File: config.mk
export PLATFORM = sky130hd
export DESIGN_NAME = ycbcr422_to_rgb_flat
export DESIGN_NICKNAME = d
export VERILOG_FILES = /design/src/rtl/csc_pkg.sv /design/src/rtl/ycbcr422_to_rgb_if.sv /design/src/rtl/ycbcr_rgb_matrix.sv /design/src/rtl/ycbcr422_to_rgb.sv /design/src/flat_wrapper.sv
export SDC_FILE = /design/constraint.sdc
export NUM_CORES = 1
export LEC_CHECK = 0
export ABC_AREA = 0
export BUFFER_PORTS_ARGS = -buffer_cell sky130_fd_sc_hd__clkbuf_2
export CORE_MARGIN = 10
export CORE_UTILIZATION = 59
export DETAILED_ROUTE_END_ITERATION = 8
export PLACE_DENSITY = 0.76
export SYNTH_ARGS = -nofsm -noshare
export SYNTH_HDL_FRONTEND = slang
export SYNTH_SLANG_ARGS = --single-unit
export TNS_END_PERCENT = 30
File: constraint.sdc
create_clock -name clk -period 7.75 [get_ports clk]
set_clock_uncertainty 0.2 [all_clocks]
set_input_delay 0.3875 -clock clk [delete_from_list [all_inputs] [get_ports clk]]
set_output_delay 0.3875 -clock clk [all_outputs]
set_load 0.01 [all_outputs]
File: src/rtl/csc_pkg.sv
// Colour-space conversion constants shared by the RGB<->YCbCr converters.
// Coefficients are signed Q2.13, BT.709 limited range.
package csc_pkg;

  localparam int CSC_FRAC = 13;

  localparam int Y_OFF8 = 16;
  localparam int C_OFF8 = 128;

  localparam int KY  = 9539;
  localparam int KRV = 14686;
  localparam int KGU = 1747;
  localparam int KGV = 4366;
  localparam int KBU = 17305;

  // Forward direction, RGB -> YCbCr
  localparam int FYR = 1496;
  localparam int FYG = 5032;
  localparam int FYB = 508;
  localparam int FUR = -824;
  localparam int FUG = -2774;
  localparam int FUB = 3598;
  localparam int FVR = 3598;
  localparam int FVG = -3268;
  localparam int FVB = -330;

  typedef enum logic {
    PH_EVEN = 1'b0,
    PH_ODD  = 1'b1
  } phase_e;

  function automatic int scale_off(input int off8, input int w);
    return off8 << (w - 8);
  endfunction

endpackage

File: src/rtl/ycbcr422_to_rgb_if.sv
// Stream bundle of the 4:2:2 -> RGB converter.
// Input beats and output pixels, both ready/valid.
interface ycbcr422_to_rgb_if #(
  parameter int W = 8
) ();

  logic         in_valid;
  logic         in_ready;
  logic [W-1:0] in_y;
  logic [W-1:0] in_c;
  logic         in_sol;

  logic         out_valid;
  logic         out_ready;
  logic [W-1:0] out_r;
  logic [W-1:0] out_g;
  logic [W-1:0] out_b;
  logic         out_sol;

  modport master (
    output in_valid, in_y, in_c, in_sol, out_ready,
    input  in_ready, out_valid, out_r, out_g, out_b, out_sol
  );

  modport slave (
    input  in_valid, in_y, in_c, in_sol, out_ready,
    output in_ready, out_valid, out_r, out_g, out_b, out_sol
  );

endinterface

File: src/rtl/ycbcr_rgb_matrix.sv
// Per-pixel YCbCr -> RGB matrix: registered products,
// then sum, round, clamp into the output register.
module ycbcr_rgb_matrix
  import csc_pkg::*;
#(
  parameter int W    = 8,
  parameter int FRAC = CSC_FRAC
) (
  input  logic         clk,
  input  logic         rstn,
  input  logic         en,
  input  logic         v_i,
  input  logic [W-1:0] y_i,
  input  logic [W-1:0] cb_i,
  input  logic [W-1:0] cr_i,
  input  logic         sol_i,
  output logic         v_o,
  output logic [W-1:0] r_o,
  output logic [W-1:0] g_o,
  output logic [W-1:0] b_o,
  output logic         sol_o
);

  localparam int AW = W + FRAC + 5;
  localparam int YO = scale_off(Y_OFF8, W);
  localparam int CO = scale_off(C_OFF8, W);

  typedef logic signed [AW-1:0] acc_t;
  typedef logic signed [W+1:0]  smp_t;

  localparam acc_t CY   = acc_t'(KY);
  localparam acc_t CRV  = acc_t'(KRV);
  localparam acc_t CGU  = acc_t'(KGU);
  localparam acc_t CGV  = acc_t'(KGV);
  localparam acc_t CBU  = acc_t'(KBU);
  localparam acc_t RND  = acc_t'(1 << (FRAC - 1));
  localparam acc_t MAXV = acc_t'((1 << W) - 1);
  localparam smp_t YOS  = smp_t'(YO);
  localparam smp_t COS  = smp_t'(CO);

  smp_t ys, cbs, crs;
  acc_t ysx, cbx, crx;

  assign ys  = $signed({2'b00, y_i})  - YOS;
  assign cbs = $signed({2'b00, cb_i}) - COS;
  assign crs = $signed({2'b00, cr_i}) - COS;
  assign ysx = acc_t'(ys);
  assign cbx = acc_t'(cbs);
  assign crx = acc_t'(crs);

  logic v2_q, sol2_q;
  acc_t py_q, prv_q, pgu_q, pgv_q, pbu_q;

  always_ff @(posedge clk) begin
    if (!rstn) begin
      v2_q   <= 1'b0;
      sol2_q <= 1'b0;
      py_q   <= '0;
      prv_q  <= '0;
      pgu_q  <= '0;
      pgv_q  <= '0;
      pbu_q  <= '0;
    end else if (en) begin
      v2_q   <= v_i;
      sol2_q <= sol_i;
      py_q   <= ysx * CY;
      prv_q  <= crx * CRV;
      pgu_q  <= cbx * CGU;
      pgv_q  <= crx * CGV;
      pbu_q  <= cbx * CBU;
    end
  end

  acc_t r_s, g_s, b_s;

  assign r_s = (py_q + prv_q + RND) >>> FRAC;
  assign g_s = (py_q - pgu_q - pgv_q + RND) >>> FRAC;
  assign b_s = (py_q + pbu_q + RND) >>> FRAC;

  function automatic logic [W-1:0] clamp(input acc_t a);
    if (a < 0)
      return '0;
    if (a > MAXV)
      return '1;
    return a[W-1:0];
  endfunction

  always_ff @(posedge clk) begin
    if (!rstn) begin
      v_o   <= 1'b0;
      sol_o <= 1'b0;
      r_o   <= '0;
      g_o   <= '0;
      b_o   <= '0;
    end else if (en) begin
      v_o   <= v2_q;
      sol_o <= sol2_q;
      r_o   <= clamp(r_s);
      g_o   <= clamp(g_s);
      b_o   <= clamp(b_s);
    end
  end

endmodule

File: src/rtl/ycbcr422_to_rgb.sv
// BT.709 YCbCr 4:2:2 -> RGB 4:4:4 converter.
// Pairs beats, serializes two pixels per pair into the matrix.
module ycbcr422_to_rgb
  import csc_pkg::*;
#(
  parameter int W          = 8,
  parameter int COEFF_FRAC = CSC_FRAC
) (
  input  logic clk,
  input  logic rstn,
  ycbcr422_to_rgb_if.slave bus,
  output logic err_orphan
);

  phase_e phase_q, phase_d;
  logic   pv_q, pv_d;
  logic   sel_q, sel_d;
  logic   err_q, err_d;

  logic [W-1:0] hy_q, hcb_q;
  logic         hsol_q;
  logic [W-1:0] y0_q, y1_q, cb_q, cr_q;
  logic         psol_q;

  logic en, acc, load, issue, orphan;
  logic out_v;

  assign en     = !out_v || bus.out_ready;
  assign issue  = en && pv_q;
  assign acc    = bus.in_valid && bus.in_ready;
  assign load   = acc && (phase_q == PH_ODD) && !bus.in_sol;
  assign orphan = acc && (phase_q == PH_ODD) && bus.in_sol;

  // Odd beat needs S1 free, or S1 emitting its last pixel now
  assign bus.in_ready = (phase_q == PH_EVEN) || !pv_q || (sel_q && en);

  always_comb begin
    phase_d = phase_q;
    pv_d    = pv_q;
    sel_d   = sel_q;
    err_d   = err_q || orphan;
    if (acc)
      phase_d = load ? PH_EVEN : PH_ODD;
    if (issue) begin
      sel_d = !sel_q;
      if (sel_q)
        pv_d = 1'b0;
    end
    if (load) begin
      pv_d  = 1'b1;
      sel_d = 1'b0;
    end
  end

  always_ff @(posedge clk) begin
    if (!rstn) begin
      phase_q <= PH_EVEN;
      pv_q    <= 1'b0;
      sel_q   <= 1'b0;
      err_q   <= 1'b0;
      hy_q    <= '0;
      hcb_q   <= '0;
      hsol_q  <= 1'b0;
      y0_q    <= '0;
      y1_q    <= '0;
      cb_q    <= '0;
      cr_q    <= '0;
      psol_q  <= 1'b0;
    end else begin
      phase_q <= phase_d;
      pv_q    <= pv_d;
      sel_q   <= sel_d;
      err_q   <= err_d;
      if (acc && !load) begin
        hy_q   <= bus.in_y;
        hcb_q  <= bus.in_c;
        hsol_q <= bus.in_sol;
      end
      if (load) begin
        y0_q   <= hy_q;
        y1_q   <= bus.in_y;
        cb_q   <= hcb_q;
        cr_q   <= bus.in_c;
        psol_q <= hsol_q;
      end
    end
  end

  assign err_orphan = err_q;

  logic [W-1:0] m_r, m_g, m_b;
  logic         m_sol;

  ycbcr_rgb_matrix #(
    .W    (W),
    .FRAC (COEFF_FRAC)
  ) u_matrix (
    .clk   (clk),
    .rstn  (rstn),
    .en    (en),
    .v_i   (pv_q),
    .y_i   (sel_q ? y1_q : y0_q),
    .cb_i  (cb_q),
    .cr_i  (cr_q),
    .sol_i (psol_q && !sel_q),
    .v_o   (out_v),
    .r_o   (m_r),
    .g_o   (m_g),
    .b_o   (m_b),
    .sol_o (m_sol)
  );

  assign bus.out_valid = out_v;
  assign bus.out_r     = m_r;
  assign bus.out_g     = m_g;
  assign bus.out_b     = m_b;
  assign bus.out_sol   = m_sol;

endmodule
File: src/flat_wrapper.sv
// flat-port wrapper written by rule: the top's interface ports become plain ports
module ycbcr422_to_rgb_flat import csc_pkg::*;
#(
  parameter int W          = 8,
  parameter int COEFF_FRAC = CSC_FRAC
)
  (clk, rstn, err_orphan, bus_in_valid, bus_in_y, bus_in_c, bus_in_sol, bus_out_ready, bus_in_ready, bus_out_valid, bus_out_r, bus_out_g, bus_out_b, bus_out_sol);
  ycbcr422_to_rgb_if #(.W(W)) bus_i ();
  input  logic clk;
  input  logic rstn;
  output logic err_orphan;
  input wire logic [$bits(bus_i.in_valid)-1:0] bus_in_valid;
  input wire logic [$bits(bus_i.in_y)-1:0] bus_in_y;
  input wire logic [$bits(bus_i.in_c)-1:0] bus_in_c;
  input wire logic [$bits(bus_i.in_sol)-1:0] bus_in_sol;
  input wire logic [$bits(bus_i.out_ready)-1:0] bus_out_ready;
  output wire logic [$bits(bus_i.in_ready)-1:0] bus_in_ready;
  output wire logic [$bits(bus_i.out_valid)-1:0] bus_out_valid;
  output wire logic [$bits(bus_i.out_r)-1:0] bus_out_r;
  output wire logic [$bits(bus_i.out_g)-1:0] bus_out_g;
  output wire logic [$bits(bus_i.out_b)-1:0] bus_out_b;
  output wire logic [$bits(bus_i.out_sol)-1:0] bus_out_sol;
  assign bus_i.in_valid = bus_in_valid;
  assign bus_i.in_y = bus_in_y;
  assign bus_i.in_c = bus_in_c;
  assign bus_i.in_sol = bus_in_sol;
  assign bus_i.out_ready = bus_out_ready;
  assign bus_in_ready = bus_i.in_ready;
  assign bus_out_valid = bus_i.out_valid;
  assign bus_out_r = bus_i.out_r;
  assign bus_out_g = bus_i.out_g;
  assign bus_out_b = bus_i.out_b;
  assign bus_out_sol = bus_i.out_sol;
  ycbcr422_to_rgb #(.W(W), .COEFF_FRAC(COEFF_FRAC)) u_core (.clk(clk), .rstn(rstn), .bus(bus_i), .err_orphan(err_orphan));
endmodule
### Word-level counts from Yosys, hierarchy flattened

Cells that the tools add are included.

* add/subtract/negate cells: 10
* multipliers: 5
* magnitude comparators: 6
* muxes and demuxes: 38
* bitwise logic cells: 2
* reductions and logical operators: 21

Operator list (number)
* $mux 8: 13
* $add 26x14->26 const B: 3
* $add 26x26->26: 2
* $sub 26x26->26: 2
* $gt 13x9->1 const B: 3
* $lt 13x1->1 const B: 3
* $mul 9x16->25 const B: 1
* $mux 1: 25
* $mul 9x15->24 const B: 1
* $mul 9x14->23 const B: 1
* $mul 9x13->22 const B: 1
* $mul 9x12->21 const B: 1
* $sub 8x8->9 const B: 2
* $sub 8x5->9 const B: 1
* $logic_and 1x1->1: 8
* $logic_not 1->1: 5
* $logic_or 1x1->1: 4
* $reduce_bool 2->1: 2
* $not 1->1: 2
* $reduce_and 2->1: 1
* $reduce_or 2->1: 1

* flip-flop bits (word level): 210
* input bits: 21
* output and inout bits: 28
* word-level logic and storage cells: 106

### Longest topological paths before layout

Gate-level depths: netlist of the first run.

* depth in word-level cells: 12
* gate-level depth with buffers: 21
* gate-level depth less buffers: 20

### Hierarchy

A second synthesis of the first run with hierarchy kept.

* cells, all modules: 2121
* area total of the unflattened synthesis: 19950.4 sq um

By module, submodules not included
* ycbcr_rgb_matrix: instances 1, cells each 1907, area an instance 17759.5 sq um, sequential area each 2782.7 sq um
* ycbcr422_to_rgb: instances 1, cells each 214, area an instance 2190.9 sq um, sequential area each 1081.0 sq um

### Least setup slack after synthesis of the first run

Ideal clock, no wire load.

* kind: register -> register
* start point: reg u_core.sel_q
* end point: reg u_core.u_matrix.py_q[21]
* setup time: 0.117 ns
* arrival: 5.731 ns
* required time: 7.433 ns
* setup slack: 1.702 ns
* cell stages (with the launch flop): 22
* path buffers: 1
* clock period less this slack: 6.048 ns
* path through: dfxtp_1 -> clkbuf_1 -> mux2i_1 -> ha_1 -> nand3_1 -> inv_1 -> ha_1 -> ha_1 -> inv_1 -> fa_1 -> fa_1 -> inv_1 -> ha_1 -> ha_1 -> a21oi_1 -> o21ai_1 -> a21o_1 -> a21oi_1 -> o211ai_1 -> o2111a_1 -> or3_1 -> a32o_1

* word-level cells in the longest chain between the ends: 3

Ends and longest elaborated chain
* from (decl): RTL line ycbcr422_to_rgb.sv:17 `logic sel_q, sel_d;`
* from (signal assigned): RTL line ycbcr422_to_rgb.sv:72 `sel_q <= sel_d;`
* $mux 8: RTL line ycbcr422_to_rgb.sv:102 `.y_i (sel_q ? y1_q : y0_q),`
* $sub 8x5->9: RTL line ycbcr_rgb_matrix.sv:44 `assign ys = $signed({2'b00, y_i}) - YOS;`
* $mul 9x15->24: RTL line ycbcr_rgb_matrix.sv:66 `py_q <= ysx * CY;`
* to (signal assigned): RTL line ycbcr_rgb_matrix.sv:66
* to (decl): RTL line ycbcr_rgb_matrix.sv:52 `acc_t py_q, prv_q, pgu_q, pgv_q, pbu_q;`

Every way passes these cells.
A chain may end at the register's enable or synchronous reset.

### Worst setup path in the final report of the first run

Ends and elaborated chain as after synthesis.

==> flow_metrics.tcl, run 1 <==
set metrics [dict create \
    peakVddDrop_uv 198 \
    drv.max_cap_violation_count 0 \
    placeableCoreArea_sq_mm 0.0337 \
    syn_warnings 0 \
    antenna_nets_post_route 0 \
    period_minus_slack_ns 6.75 \
    top_layer "met4" \
    rsz_0062_raised_after_global_routing "no" \
    clk_root_buffer_cell "sky130_fd_sc_hd__clkbuf_16" \
    post_route_drc 0 \
    clkSinkCount 193 \
    via_count_of_the_first_global_routing_pass 15900 \
    synth-seq-cells 193 \
    width_of_the_die_um 205 \
    number_of_buffers_inserted_during_clock_tree_synthesis 17 \
    num_rows 67 \
    met1Wirelength_um 21600 \
    tritoncts "built" \
    grt_overflow_total 0 \
    htree_num_levels 4 \
    start_util_pct 60.2 \
    fin_hold_ws_ns 0.0124 \
    met3WireLength_um 2100 \
    place_hpwl_um 38500 \
    num-nets-final 2930 \
    worst_path_dominant_cell_family "adder cells" \
    die_area_sq_mm 0.0422 \
    layout_cell_share_with_drive_strength_beyond_1_pct 4.98 \
    timing.critical_path.fanout_max 11 \
    post_drt_wl_per_cell_um 17.3 \
    timing.critical_path.required_ns 7.92 \
    dp.cells 2726 \
    synth_ff_type "sky130_fd_sc_hd__dfxtp_1" \
    maximum_buffer_depth_of_the_clock_tree 2 \
    number_of_enable_flip_flop_cells_after_synthesis 0 \
    max_slew_margin_pct 33.3 \
    startpoint "u_core.sel_q" \
    ys_types 75 \
    wl_met2_um 22500 \
    outcome "completed" \
    routed_wirelength_um 48100 \
    utilization_pct 64.6 \
    area_growth_syn_to_layout_pct 7.24 \
    io_buffers 48 \
    post_cts_setup_repair_bufs 0 \
    detailed_place.area_sq_mm 0.0210 \
    postSynthCellCount 2281 \
    critical_path_buf_inv_count 3 \
    worst_setup_path_start_kind "flip-flop" \
    hp-class "in -> reg" \
    globalRouteTotalUtil_pct 23.3 \
    fmax_mhz 148 \
    post_synthesis_net_count 2897 \
    setup_cp_type "reg -> reg" \
    design_power_total_mw 4.31 \
    synth_sequential_area_ratio_pct 19.0 \
    clock_insertion_delay_worst_skew_ns 0.47 \
    first_iteration_detailed_routing_drc_count 793 \
    hold_buffers 17 \
    layout_commonest_cell "sky130_fd_sc_hd__ha_1" \
    power_density_mw_per_mm2 198 \
    rr_startpoint "u_core.sel_q" \
    wire_length_of_the_first_global_routing_pass_um 79000 \
    postSynthAreaPerCell_sq_um 8.90 \
    cts_resized 0 \
    stdcell_area_sq_mm 0.0218 \
    io-pin-count 49 \
    final_cell_mix "sky130_fd_sc_hd__ha_1, sky130_fd_sc_hd__inv_1, sky130_fd_sc_hd__nand2_1, sky130_fd_sc_hd__dfxtp_1, sky130_fd_sc_hd__fa_1" \
    cts.clk_slew.worst_paths_ns 0.09 \
    finalMaxSlewViolations 0 \
    dp_worst_setup_slack_ns 1.09 \
    vias_per_cell 5.68 \
    cp-end-kind "flip-flop" \
    antenna_found_initial 0 \
    finalSetupViolations 0 \
    sequence_of_cells_on_the_critical_path "mux2i_1 -> ha_1 -> nand3_1 -> inv_1 -> ha_1 -> ha_1 -> inv_1 -> fa_1 -> fa_1 -> inv_1 -> ha_1 -> ha_1 -> a21oi_1 -> o21ai_1 -> a21o_1 -> a21oi_1 -> o211ai_1 -> o2111a_1 -> or3_1 -> a32o_1" \
    cpMaxStageDelayCell "sky130_fd_sc_hd__mux2i_1" \
    min-delay-start "bus_in_c[4]" \
    fillCellCount 2833 \
    critPathMostFrequentCell "sky130_fd_sc_hd__ha_1" \
    grt_start_max_net_pins 105 \
    timing.critical_path.slowest_cell_delay_ns 0.76 \
    floorplan.die.height_um 205 \
    num_antenna_cells 0 \
    synth_async_sr_flop_share_pct 0 \
    report.final.hold_viol_count 0 \
    routed-via-count 15800 \
    setup_ws_ns 1.00 \
    setup_total_negative_slack_ns 0 \
    leak_nw 11.3 \
    globalplace.congestion 0.925 \
    final.period_utilization_pct 87.1 \
    synthesis.area_sq_mm 0.0203 \
    drt_first_pass_iters 5 \
    worst_pin_slew_ns 1.00 \
    fin_cells 2775 \
    cp_data_arrival_time_ns 6.92 \
]
[power breakdown]
part	total [mW]	leakage (nW)	switching [mW]	internal (mW)
registers	1.27	1.59	0.155	1.12
clock network	0.983	0.310	0.504	0.480
logic	2.05	9.39	1.16	0.896
total	4.31	11.3	1.81	2.49
[layer usage]
layer	global-route usage (%)	vias to the layer above
met1	29.3	7566
met3	3.40	75
met4	9.95	0
li1	-	7840
met5	0	-
met2	39.2	280
[state kept, by name, indices dropped and copies added, names as in the netlist, 8 cells and up]
register,flops
u_core.cb_q,8
u_core.cr_q,8
u_core.hcb_q,8
u_core.hy_q,8
u_core.u_matrix.b_o,8
u_core.u_matrix.g_o,8
u_core.u_matrix.pbu_q,24
u_core.u_matrix.pgu_q,21
u_core.u_matrix.pgv_q,22
u_core.u_matrix.prv_q,20
u_core.u_matrix.py_q,24
u_core.u_matrix.r_o,8
u_core.y0_q,8
u_core.y1_q,8
[tightest hold or removal path: cells and delay by family]
| kind | cells | cell delay, ns |
|---|---|---|
| buffers and inverters | 1 | 0.11 |
| AND/OR/NAND/NOR | 1 | 0.07 |
| AO/OA/AOI/OAI | 1 | 0.06 |
[Yosys cell counts (45+ instances only)]
| master | instances | share of area, % |
|---|---|---|
| sky130_fd_sc_hd__dfxtp_1 | 193 | 19 |
| sky130_fd_sc_hd__a21oi_1 | 61 | 1.5 |
| sky130_fd_sc_hd__inv_1 | 308 | 5.7 |
| sky130_fd_sc_hd__clkbuf_1 | 55 | 1.0 |
| sky130_fd_sc_hd__xnor2_1 | 51 | 2.2 |
| sky130_fd_sc_hd__a21boi_1 | 93 | 3.4 |
| sky130_fd_sc_hd__o21ai_0 | 63 | 1.6 |
| sky130_fd_sc_hd__fa_1 | 125 | 12 |
| sky130_fd_sc_hd__nor2_1 | 77 | 1.4 |
| sky130_fd_sc_hd__nand2_1 | 296 | 5.5 |
| sky130_fd_sc_hd__ha_1 | 470 | 29 |
| sky130_fd_sc_hd__and2_1 | 45 | 1.4 |
[final timing paths]
check,end,depth (start not counted),slack (ns)
setup / recovery,u_core.u_matrix.py_q[21],20,1.00
hold / removal,u_core.hcb_q[4],3,0.01
setup reg to reg,u_core.u_matrix.py_q[21],20,1.00
hold reg to reg,u_core.u_matrix.b_o[0],2,0.25
[cell families after synthesis]
group | after synthesis | share of synthesized area, %
and+or+nand+nor | 569 | 12.8
AOI/OAI and AO/OA | 446 | 15.2
DFF | 193 | 19.0
adders and majority gates | 595 | 41.3
buffers and inverters | 369 | 6.82
xor gates and xnor gates | 95 | 4.10
muxes | 14 | 0.709
[cell type report]
| cell class | count | area, sq um | area share, % |
|---|---|---|---|
| sequential | 193 | 3860 | 17.8 |
| tap | 448 | 561 | 2.58 |
| multi-input combinational | 1719 | 15100 | 69.2 |
| clock inverter | 15 | 215 | 0.989 |
| timing repair buffer | 73 | 473 | 2.17 |
| inverter | 310 | 1160 | 5.35 |
| clock buffer | 17 | 425 | 1.95 |
No activity file was read; power rests on OpenSTA's default activity.
==> run 2: changes to the inputs <==
--- a/config.mk
+++ b/config.mk
@@ -6,6 +6,7 @@
 export NUM_CORES = 1
 export LEC_CHECK = 0
 export ABC_AREA = 0
+export ABC_CLOCK_PERIOD_IN_PS = 7750
 export BUFFER_PORTS_ARGS = -buffer_cell sky130_fd_sc_hd__clkbuf_2
 export CORE_MARGIN = 10
 export CORE_UTILIZATION = 59
==> constraint.sdc (replaced) <==
create_clock -name clk -period 7.75 [get_ports clk]
set_clock_uncertainty 0.2 [all_clocks]
set_input_delay 1.55 -clock clk [delete_from_list [all_inputs] [get_ports clk]]
set_output_delay 1.55 -clock clk [all_outputs]
set_load 0.01 [all_outputs]
==> run 2 against run 1 <==
Utilization down 0.50 points. Global-route usage down 0.053 points. Routed wire length shrank 0.28%. Critical path depth did not move. Setup slack got worse by 0.011 ns. Sequential power is essentially flat. Cell area down 0.78%. Count of clock-buffer cells in the layout unchanged. Final cell count is 0.61% lower. Combinational power about the same. Sequential share of layout area rose by 0.14 points. Largest cell class unchanged.
==> flow_metrics.tcl, run 2 (same netlist as run 1, synthesis figures left out) <==
set metrics [dict create \
    post_drt_wl_per_cell_um 17.4 \
    rr_startpoint "u_core.sel_q" \
    cp_data_arrival_time_ns 6.93 \
    cell_internal_pwr_mw 2.49 \
    met1Wirelength_um 21400 \
    wire_length_of_the_first_global_routing_pass_um 78700 \
    share_comb_of_total_power_pct 47.6 \
    grt_start_max_net_pins 105 \
    reg2reg_to "u_core.u_matrix.py_q[21]" \
    floorplan.die.height_um 205 \
    finalSetupViolations 0 \
    reg2reg_depth 20 \
    peakVddDrop_uv 198 \
    via_count_of_the_first_global_routing_pass 15800 \
    io-pin-count 49 \
    start_util_pct 60.2 \
    timing.critical_path.fanout_max 11 \
    utilization_pct 64.1 \
    tritoncts "built" \
    clock_power_share_pct 22.9 \
    setup.worst_path.end "u_core.u_matrix.py_q[21]" \
    vias_per_cell 5.68 \
    layout_commonest_cell "sky130_fd_sc_hd__ha_1" \
    antenna_found_initial 0 \
    fin_cells 2758 \
    post_cts_setup_repair_bufs 0 \
    globalRouteTotalUtil_pct 23.3 \
    setup_cp_type "reg -> reg" \
    place_hpwl_um 38500 \
    period_minus_slack_ns 6.76 \
    globalplace.congestion 0.925 \
    final.period_utilization_pct 87.2 \
    htree_num_levels 4 \
    worst_setup_path_start_kind "flip-flop" \
    max_slew_margin_pct 32.0 \
    antenna_nets_post_route 0 \
    clock_insertion_delay_worst_skew_ns 0.47 \
    placeableCoreArea_sq_mm 0.0337 \
    cts.clk_slew.worst_paths_ns 0.09 \
    maximum_buffer_depth_of_the_clock_tree 2 \
    post_route_drc 0 \
    routed_wirelength_um 47900 \
    hp-class "reg -> reg" \
    netSwitchingFraction_pct 42.2 \
    rsz_0062_raised_after_global_routing "no" \
    clk_root_buffer_cell "sky130_fd_sc_hd__clkbuf_16" \
    dp.cells 2726 \
    met3WireLength_um 2340 \
    timing.critical_path.required_ns 7.92 \
    drv.max_cap_violation_count 0 \
    die_area_sq_mm 0.0422 \
    setup_total_negative_slack_ns 0 \
    num_rows 67 \
    io_buffers 48 \
    number_of_buffers_inserted_during_clock_tree_synthesis 17 \
    leak_nw 11.2 \
    cp-end-kind "flip-flop" \
    area_growth_syn_to_layout_pct 6.41 \
    design_power_total_mw 4.30 \
    hold_buffers 0 \
    drt_first_pass_iters 5 \
    seq_power_share_pct 29.6 \
    timing.reg2reg.setup_slack_ns 0.99 \
    wl_met2_um 22300 \
    outcome "completed" \
    report.final.hold_viol_count 0 \
    num-nets-final 2913 \
    finalMaxSlewViolations 0 \
    num_antenna_cells 0 \
    net-switching-power_mw 1.81 \
    startpoint "u_core.sel_q" \
    top_layer "met4" \
    biggestRegsByFlops "u_core.u_matrix.pbu_q x24, u_core.u_matrix.py_q x24, u_core.u_matrix.pgv_q x22" \
    layout_cell_share_with_drive_strength_beyond_1_pct 5.02 \
    clkSinkCount 193 \
    cts_resized 0 \
    routed-via-count 15700 \
    final_cell_mix "sky130_fd_sc_hd__ha_1, sky130_fd_sc_hd__inv_1, sky130_fd_sc_hd__nand2_1, sky130_fd_sc_hd__dfxtp_1, sky130_fd_sc_hd__fa_1" \
    power_density_mw_per_mm2 199 \
    width_of_the_die_um 205 \
    grt_overflow_total 0 \
    first_iteration_detailed_routing_drc_count 862 \
    fmax_mhz 148 \
    worst_pin_slew_ns 1.02 \
    fillCellCount 2859 \
]
-- run 2: cell types whose count changed in the layout (fill, tap and decap cells not counted), sizes merged --
| cell | previous run | this run |
|---|---|---|
| dlygate4sd3 | 17 | 0 |
-- run 2: worst min path at each step --
stage	start	to	cells past startpoint
2_1_floorplan	u_core.u_matrix.pgv_q[24]	u_core.u_matrix.pgv_q[24]	2
3_3_place_gp	u_core.hy_q[2]	u_core.y0_q[2]	2
3_5_place_dp	u_core.hsol_q	u_core.psol_q	2
4_1_cts	u_core.hy_q[1]	u_core.y0_q[1]	2
5_1_grt	u_core.hsol_q	u_core.psol_q	2
6_report	u_core.hy_q[1]	u_core.y0_q[1]	2
-- run 2: final cells by class --
type	count	area, sq um	area share (%)
clock buffer	17	425	1.97
clock inverter	15	215	0.996
inverter	310	1160	5.39
multi-input combinational	1719	15100	69.8
sequential	193	3860	17.9
tap	448	561	2.60
timing repair buffer	56	303	1.40
-- run 2: routing by layer --
metal | track usage [%] | vias up
met5 | 0 | -
met4 | 9.95 | 0
met3 | 3.44 | 75
met2 | 39.0 | 283
met1 | 29.3 | 7503
li1 | - | 7808
-- run 2: worst max-delay path, stage by stage, from the launching register on --
cell	delay (ns)
sky130_fd_sc_hd__dfxtp_1	0.65
sky130_fd_sc_hd__mux2i_1	0.76
sky130_fd_sc_hd__ha_1	0.34
sky130_fd_sc_hd__nand3_1	0.20
sky130_fd_sc_hd__inv_1	0.25
sky130_fd_sc_hd__ha_1	0.30
sky130_fd_sc_hd__ha_1	0.31
sky130_fd_sc_hd__inv_1	0.07
sky130_fd_sc_hd__fa_1	0.51
sky130_fd_sc_hd__fa_1	0.55
sky130_fd_sc_hd__inv_1	0.04
sky130_fd_sc_hd__ha_1	0.28
sky130_fd_sc_hd__ha_1	0.35
sky130_fd_sc_hd__a21oi_1	0.22
sky130_fd_sc_hd__o21ai_1	0.15
sky130_fd_sc_hd__a21o_1	0.20
sky130_fd_sc_hd__a21oi_1	0.38
sky130_fd_sc_hd__o211ai_1	0.16
sky130_fd_sc_hd__o2111a_1	0.17
sky130_fd_sc_hd__or3_1	0.30
sky130_fd_sc_hd__a32o_1	0.26
-- run 2: metrics by stage --
stage / worst slack (ns) / instance area (sq um) / hold slack, ns
after floorplan: 1.70 / 20300 / 0.225
after global placement: 1.25 / 21000 / 0.236
after detailed placement: 1.09 / 21000 / 0.243
after CTS: 1.03 / 21600 / 0.254
after global routing: 0.665 / 21600 / 0.268
final: 0.991 / 21600 / 0.248
-- run 2: power groups by stage --
stage	Clock (mW)	Combinational [mW]	Sequential, mW
3_3_place_gp	0	1.94	1.29
2_1_floorplan	0	1.54	1.24
3_5_place_dp	0	2.01	1.29
5_1_grt	1.03	2.33	1.28
4_1_cts	0.994	2.04	1.27
6_report	0.983	2.05	1.27
==> run 3: changes to the inputs <==
--- a/config.mk
+++ b/config.mk
@@ -11,6 +11,7 @@
 export CORE_MARGIN = 10
 export CORE_UTILIZATION = 59
 export DETAILED_ROUTE_END_ITERATION = 8
+export MAX_ROUTING_LAYER = met4
 export PLACE_DENSITY = 0.76
 export SYNTH_ARGS = -nofsm -noshare
 export SYNTH_HDL_FRONTEND = slang
==> run 3 against run 2 <==
Clock power is 0.6% lower. Routed wire length is 3.0% higher. Count of clock-buffer cells in the layout stayed put. Final cell count is 0.11% higher. Critical path depth stayed put. Setup slack worse by 0.031 ns. Maximum frequency is 0.46% lower. Register-to-register slack worse by 0.03 ns. Critical endpoint unchanged. Largest power group unchanged.
==> flow_metrics.tcl, run 3 (same netlist as run 1, synthesis figures left out) <==
set metrics [dict create \
    clk_root_buffer_cell "sky130_fd_sc_hd__clkbuf_16" \
    rr_startpoint "u_core.sel_q" \
    final_cell_mix "sky130_fd_sc_hd__ha_1, sky130_fd_sc_hd__inv_1, sky130_fd_sc_hd__nand2_1, sky130_fd_sc_hd__dfxtp_1, sky130_fd_sc_hd__fa_1" \
    power_density_mw_per_mm2 200 \
    die_area_sq_mm 0.0422 \
    outcome "completed" \
    clkSinkCount 193 \
    layout_commonest_cell "sky130_fd_sc_hd__ha_1" \
    width_of_the_die_um 205 \
    io_buffers 48 \
    cp_data_arrival_time_ns 6.97 \
    via_count_of_the_first_global_routing_pass 15800 \
    post_cts_setup_repair_bufs 0 \
    antenna_found_initial 0 \
    cp-end-kind "flip-flop" \
    tritoncts "built" \
    grt_overflow_total 0 \
    clock_insertion_delay_worst_skew_ns 0.47 \
    finalMaxSlewViolations 0 \
    reg2reg_depth 20 \
    routed-via-count 15800 \
    fin_cells 2761 \
    globalRouteTotalUtil_pct 24.5 \
    grt_start_max_net_pins 104 \
    cts_resized 0 \
    finalSetupViolations 0 \
    period_minus_slack_ns 6.79 \
    start_util_pct 60.2 \
    io-pin-count 49 \
    globalplace.congestion 0.920 \
    antenna_nets_post_route 0 \
    final.period_utilization_pct 87.6 \
    setup_total_negative_slack_ns 0 \
    report.final.hold_viol_count 0 \
    max_slew_margin_pct 33.7 \
    num_rows 67 \
    fmax_mhz 147 \
    timing.reg2reg.setup_slack_ns 0.96 \
    peakVddDrop_uv 206 \
    layout_cell_share_with_drive_strength_beyond_1_pct 5.10 \
    drv.max_cap_violation_count 0 \
    cts.clk_slew.worst_paths_ns 0.09 \
    num_antenna_cells 0 \
    worst_pin_slew_ns 0.995 \
    place_hpwl_um 39500 \
    placeableCoreArea_sq_mm 0.0337 \
    setup.worst_path.end "u_core.u_matrix.py_q[21]" \
    worst_setup_path_start_kind "flip-flop" \
    rsz_0062_raised_after_global_routing "no" \
    startpoint "u_core.sel_q" \
    vias_per_cell 5.72 \
    drt_first_pass_iters 5 \
    htree_num_levels 4 \
    leak_nw 11.2 \
    post_drt_wl_per_cell_um 17.9 \
    area_growth_syn_to_layout_pct 6.55 \
    post_route_drc 0 \
    number_of_buffers_inserted_during_clock_tree_synthesis 17 \
    first_iteration_detailed_routing_drc_count 837 \
    timing.critical_path.required_ns 7.93 \
    biggestRegsByFlops "u_core.u_matrix.pbu_q x24, u_core.u_matrix.py_q x24, u_core.u_matrix.pgv_q x22" \
    reg2reg_to "u_core.u_matrix.py_q[21]" \
    wire_length_of_the_first_global_routing_pass_um 80500 \
    dp.cells 2729 \
    setup_cp_type "reg -> reg" \
    maximum_buffer_depth_of_the_clock_tree 2 \
    hold_buffers 0 \
    timing.critical_path.fanout_max 11 \
    routed_wirelength_um 49400 \
    num-nets-final 2916 \
    floorplan.die.height_um 205 \
    hp-class "reg -> reg" \
]
run 3: worst min-delay path by stage:
stage	from	to	depth (start not counted)
global placement	u_core.hy_q[2]	u_core.y0_q[2]	2
detailed placement	u_core.u_matrix.b_o[0]	u_core.u_matrix.b_o[0]	2
global route	u_core.hcb_q[1]	u_core.cb_q[1]	2
floorplan	u_core.u_matrix.pgv_q[24]	u_core.u_matrix.pgv_q[24]	2
finish	u_core.u_matrix.b_o[0]	u_core.u_matrix.b_o[0]	2
CTS	u_core.u_matrix.b_o[0]	u_core.u_matrix.b_o[0]	2
run 3: final cells by class:
cell class	instances	area [sq um]
inverter	310	1160
tap	448	561
clock buffer	17	425
multi-input combinational	1719	15100
fill	2870	12100
timing repair buffer	59	325
clock inverter	15	223
sequential	193	3860
run 3: layer usage:
layer  track usage [%]  wire length (um)
met5                 -                 0
met4              9.45              1750
met3              3.35              1960
met2              38.7             22600
met1              31.2             23000
run 3: stage by stage:
stage	cell area (sq um)	util [%]	hold WS, ns	worst slack (ns)	power (mW)
finish	21600	64.2	0.250	0.959	4.33
global route	21600	64.2	0.273	0.640	4.66
detailed placement	21000	62.3	0.242	1.09	3.32
CTS	21600	64.2	0.254	1.02	4.32
global placement	21000	62.3	0.238	1.28	3.25
floorplan	20300	-	0.225	1.70	2.78
run 3: worst max-delay path, cell delays in order, from the launching register on:
cell and delay (ns):
sky130_fd_sc_hd__dfxtp_1 0.65, sky130_fd_sc_hd__mux2i_1 0.75, sky130_fd_sc_hd__ha_1 0.34, sky130_fd_sc_hd__nand3_1 0.22, sky130_fd_sc_hd__inv_1 0.25, sky130_fd_sc_hd__ha_1 0.30
sky130_fd_sc_hd__ha_1 0.29, sky130_fd_sc_hd__inv_1 0.06, sky130_fd_sc_hd__fa_1 0.50, sky130_fd_sc_hd__fa_1 0.54, sky130_fd_sc_hd__inv_1 0.04, sky130_fd_sc_hd__ha_1 0.28
sky130_fd_sc_hd__ha_1 0.35, sky130_fd_sc_hd__a21oi_1 0.28, sky130_fd_sc_hd__o21ai_1 0.18, sky130_fd_sc_hd__a21o_1 0.20, sky130_fd_sc_hd__a21oi_1 0.35, sky130_fd_sc_hd__o211ai_1 0.17
sky130_fd_sc_hd__o2111a_1 0.16, sky130_fd_sc_hd__or3_1 0.31, sky130_fd_sc_hd__a32o_1 0.26
run 3: report_power, final:
part	internal [mW]	total, mW	leakage [nW]	switching (mW)
logic	0.894	2.08	9.33	1.19
clock network	0.459	0.977	0.312	0.517
registers	1.12	1.27	1.59	0.148
